File: config.mk
export PLATFORM = sky130hd
export DESIGN_NAME = reg_file_sb
export DESIGN_NICKNAME = d
export VERILOG_FILES = /design/src/rtl/reg_file_sb.sv
export SDC_FILE = /design/constraint.sdc
export NUM_CORES = 2
export LEC_CHECK = 0
export CAP_MARGIN = 20
export CORE_ASPECT_RATIO = 1.5
export CORE_MARGIN = 5
export CORE_UTILIZATION = 32
export CTS_CLUSTER_SIZE = 28
export DETAILED_ROUTE_END_ITERATION = 12
export GPL_TIMING_DRIVEN = 0
export PLACE_DENSITY = 0.53
export SYNTH_ARGS = -nofsm -noshare
export SYNTH_HDL_FRONTEND = slang
export SYNTH_SLANG_ARGS = --single-unit
export TNS_END_PERCENT = 5
File: constraint.sdc
create_clock -name clk -period 7.21 [get_ports clk]
set_clock_uncertainty 0.15 [all_clocks]
set_input_delay 0.721 -clock clk [delete_from_list [all_inputs] [get_ports clk]]
set_output_delay 0.721 -clock clk [all_outputs]
set_load 0.005 [all_outputs]
File: src/rtl/reg_file_sb.sv
// Register file with NRD combinational read ports, one write port and a per-register busy scoreboard.
// Optional build macro REGFILE_BYPASS_EN enables same-cycle write-to-read forwarding.
module reg_file_sb #(
  parameter  int XLEN  = 32,
  parameter  int NREGS = 32,
  parameter  int NRD   = 2,
  localparam int AW    = $clog2(NREGS)
) (
  input  logic                clk,
  input  logic                rstn,
  input  logic [NRD*AW-1:0]   rd_addr,
  output logic [NRD*XLEN-1:0] rd_data,
  output logic [NRD-1:0]      rd_busy,
  input  logic                wr_en,
  input  logic [AW-1:0]       wr_addr,
  input  logic [XLEN-1:0]     wr_data,
  input  logic                iss_en,
  input  logic [AW-1:0]       iss_addr,
  input  logic                flush,
  output logic [AW:0]         busy_cnt
);

  logic [XLEN-1:0]  regs_q [NREGS];
  logic [NREGS-1:0] busy_q, busy_d;
  logic [AW:0]      busy_cnt_q, busy_cnt_d;
  logic             wr_ok_s, iss_ok_s, inc_s, dec_s;

  assign wr_ok_s  = wr_en  && (wr_addr  != {AW{1'b0}});
  assign iss_ok_s = iss_en && (iss_addr != {AW{1'b0}});
  // A busy reg re-issued in the same cycle it is released still counts as a new producer.
  assign inc_s    = iss_ok_s && (!busy_q[iss_addr] || (wr_ok_s && (wr_addr == iss_addr)));
  assign dec_s    = wr_ok_s && busy_q[wr_addr];

  // Data array; x0 is never written so it holds its reset value of zero.
  always_ff @(posedge clk or negedge rstn) begin
    if (!rstn) begin
      for (int i = 0; i < NREGS; i++) regs_q[i] <= {XLEN{1'b0}};
    end else if (wr_ok_s) begin
      regs_q[wr_addr] <= wr_data;
    end
  end

  // Scoreboard next state: release, then issue (new producer wins), then flush overrides all.
  always_comb begin
    busy_d = busy_q;
    if (wr_ok_s) busy_d[wr_addr] = 1'b0;
    else         busy_d = busy_d;
    if (iss_ok_s) busy_d[iss_addr] = 1'b1;
    else          busy_d = busy_d;
    if (flush) busy_d = {NREGS{1'b0}};
    else       busy_d = busy_d;
  end

  // Incremental busy counter next state.
  always_comb begin
    busy_cnt_d = busy_cnt_q;
    if (flush) busy_cnt_d = {(AW+1){1'b0}};
    else       busy_cnt_d = busy_cnt_q + (AW+1)'(inc_s) - (AW+1)'(dec_s);
  end

  // Scoreboard and counter registers.
  always_ff @(posedge clk or negedge rstn) begin
    if (!rstn) begin
      busy_q     <= {NREGS{1'b0}};
      busy_cnt_q <= {(AW+1){1'b0}};
    end else begin
      busy_q     <= busy_d;
      busy_cnt_q <= busy_cnt_d;
    end
  end

  assign busy_cnt = busy_cnt_q;

  for (genvar g = 0; g < NRD; g++) begin : g_rd
    logic [AW-1:0]   addr_s;
    logic [XLEN-1:0] data_s;
    logic            busy_s;
    assign addr_s = rd_addr[g*AW +: AW];

    // One array read per port, x0 forced to zero and never busy.
    always_comb begin
      data_s = regs_q[addr_s];
      busy_s = busy_q[addr_s];
`ifdef REGFILE_BYPASS_EN
      if (wr_ok_s && (addr_s == wr_addr)) begin
        data_s = wr_data;
        busy_s = 1'b0;
      end else begin
        data_s = data_s;
        busy_s = busy_s;
      end
`endif
      if (addr_s == {AW{1'b0}}) begin
        data_s = {XLEN{1'b0}};
        busy_s = 1'b0;
      end else begin
        data_s = data_s;
        busy_s = busy_s;
      end
    end

    assign rd_data[g*XLEN +: XLEN] = data_s;
    assign rd_busy[g]              = busy_s;
  end

  reg_file_sb_chk #(.NREGS(NREGS), .AW(AW)) u_chk (
    .clk      (clk),
    .rstn     (rstn),
    .busy     (busy_q),
    .busy_cnt (busy_cnt_q)
  );

endmodule

// Scoreboard invariants: counter tracks popcount, x0 never busy.
module reg_file_sb_chk #(
  parameter int NREGS = 32,
  parameter int AW    = 5
) (
  input logic             clk,
  input logic             rstn,
  input logic [NREGS-1:0] busy,
  input logic [AW:0]      busy_cnt
);

  function automatic logic [AW:0] popcount(input logic [NREGS-1:0] v);
    logic [AW:0] c;
    c = {(AW+1){1'b0}};
    for (int i = 0; i < NREGS; i++) c = c + (AW+1)'(v[i]);
    return c;
  endfunction

  a_cnt_pop: assert property (@(posedge clk) disable iff (!rstn) busy_cnt == popcount(busy))
    else $error("FAIL busy_cnt_popcount actual=%0d required=%0d", busy_cnt, popcount(busy));
  a_x0_idle: assert property (@(posedge clk) disable iff (!rstn) busy[0] == 1'b0)
    else $error("FAIL x0_busy actual=1 required=0");

endmodule

==> flow_summary_export.csv <==
group,metric,value,unit
status,status,"completed",
synth,synthTopCellsByArea,"dfrtp_1 46%, mux4_2 21%, mux2_2 18%",
synth,yosysMostFrequentCell,"dfrtp_1",
die,core-area,179000,um^2
detailed_routing,vias_per_cell,5.74,
power_and_ir_drop,peakVddDrop,0.217,mV
synth,ys_warn_count,0,
synth,yosysSeqAreaShare,46.2,%
detailed_routing,dr.pass1.iters,6,
timing,worstMarginPinSlew,1.25,ns
synth,synthFlopType,"dfrtp_1",
power_and_ir_drop,p_per_area,271,nW/um^2
clock_network,cts_buffers,104,
synth,netlist_area,57500,um^2
synth,avgSynthCellArea,15.1,um^2
setup_path,worstPathArrival,4.92,ns
clock_network,clock_sinks,1062,
synth,yosysUniqueCellTypes,51,
timing,fin_setup_tns,0,ns
placed_design,placement.io_buffers,113,
synth,synthArstFlopShare,100,%
clock_network,cts_root_buffer,"clkbuf_16",
timing,fmax,173,MHz
flow_run,cap_viol_max_count,0,
final_layout,drive_gt1_share,45.2,%
setup_path,path_max_fanout,10,
global_route,grt_pass1_vias,39300,
hold_path,holdCritPathClass,"reg2reg",
die,die-area,188000,um^2
setup_path,path_class,"in2out",
die,rows,190,
final_layout,layout.nets,4118,
final_layout,synthToLayoutAreaGrowth,14.3,%
timing,hold_viol,0,
clock_network,clkTransAtPathRegs,0.06,ns
clock_network,clock_latency,0.71,ns
placed_design,placed_area,62000,um^2
global_route,grt_overflow,0,
synth,synth_nets,3878,
clock_network,cts.htree.levels,3,
synth,ys_ff_latch,1062,
die,fp.dieH,529,um
detailed_routing,dr_total_vias,37600,
synth,yosysTopAreaCellShare,46.2,%
clock_network,tritoncts,"done",
global_route,track_usage,23.0,%
die,ioPinCount,129,
detailed_routing,drc,0,
global_route,grt_antenna_before_repair,18,
power_and_ir_drop,leakagePower,27.7,nW
detailed_routing,finalWirelength,220,mm
timing,drv_slew,0,
timing,finalSetupViolCount,0,
synth,synth_commonest_cells,"1062 x dfrtp_1, 898 x mux2_2, 540 x mux4_2",
detailed_routing,initialDrtViolationCount,3201,
timing,finalCritPeriodShare,80.3,%
final_layout,fin_area,65700,um^2
detailed_routing,wl_per_cell,33.5,um
detailed_routing,drtAntennaViolNets,0,
die,chipWidth,356,um
placed_design,dp_hpwl,172,mm
clock_network,clockBufferDepth,3,
setup_path,cp-start-kind,"input port",
die,initial_core_util,32.2,%
power_and_ir_drop,power,0.0178,W
synth,yosysTopAreaCell,"dfrtp_1",
global_route,grt_start_max_net_pins,164,
timing,slew_headroom,16.8,%
synth,syn_inst,3814,
timing,rsz0062_at_grt,"no",
setup_path,crit_path_end_kind,"primary output",
placed_design,place_congestion,0.960,
global_route,grt_pass1_wl,308,mm
setup_path,required,6.34,ns
synth,synth_edf_count,0,
timing,period_minus_slack,5.79,ns
placed cells by master (no fill, tap or decap), drive strengths merged, types with 75 or more instances in the layout:
cell,instances
a22oi,144
mux2i,75
mux2,993
buf,256
dfrtp,1062
clkdlybuf4s50,112
clkbuf,369
mux4,542
a21oi,88
final timing paths:
kind	start	end	slack (ns)	cells after the start
max in group asynchronous	rstn	regs_q[935]	3.42	6
worst min-delay path	regs_q[994]	regs_q[994]	0.33	1
min in group asynchronous	rstn	regs_q[27]	0.40	2
worst max-delay path	rd_addr[0]	rd_data[25]	1.42	9
worst min register to register	regs_q[994]	regs_q[994]	0.33	1
worst max register to register	busy_q[2]	busy_cnt[5]	3.68	12
report_power, final:
part / total (W) / switching, W / internal (W)
Combinational: 0.00394 / 0.00172 / 0.00222
Clock: 0.00600 / 0.00259 / 0.00341
Sequential: 0.00787 / 0.000803 / 0.00706
layer usage:
layer	GRT usage [%]	vias to the layer above	share of wire [%]
li1	-	15300	-
met1	26.3	20300	36
met2	41.2	1455	51
met3	2.76	560	4.7
met4	14.0	6	7.5
met5	0	-	0.015
final cells by class:
cell class / count / area [um^2]
tap: 2400 / 3000
multi-input combinational: 2287 / 28600
clock inverter: 45 / 623
sequential: 1062 / 26600
antenna: 8 / 20.0
fill: 17300 / 113000
timing repair buffer: 134 / 1540
buffer: 458 / 2300
inverter: 7 / 26.3
clock buffer: 146 / 3000
repair_timing:
action / CTS / global route
resized for setup: 0 / 0
endpoints found under the hold margin: 67 / 0
buffers inserted: 0 / 0
hold buffers: 1 / 0
kinds of logic (layout without fill, tap and decap cells):
group,count (synthesis),count (layout),share of synthesized area [%]
muxes,1610,1610,42.0
other,0,8,0
buffers and inverters,465,790,4.05
adders and majority gates,7,7,0.165
AOI/OAI and AO/OA,391,391,4.94
xor gates and xnor gates,9,9,0.137
DFF,1062,1062,46.2
and+or+nand+nor,270,270,2.50
stage by stage:
step	setup WS (ns)	hold WS (ns)	util [%]	instances
after floorplan	3.37	0.275	-	3814
after global placement	-44.66	0.303	34.5	6327
after detailed placement	1.55	0.316	34.7	6347
after CTS	1.53	0.333	36.7	6539
after global routing	1.47	0.350	36.7	6540
final	1.42	0.325	36.8	6547
registers in the layout (all words and copies together) (netlist names):
register  count
regs_q     1024
busy_q       32
busy_cnt      6
worst max-delay path, cell delays in order:
cell and delay [ns]:
buf_2 0.18, buf_4 0.30, buf_2 0.74, buf_4 0.50, clkbuf_1 0.81, a211oi_1 0.30, a21oi_1 0.47, o211a_1 0.30
clkdlybuf4s50_1 0.54
No activity file was read; power rests on OpenSTA's default activity.
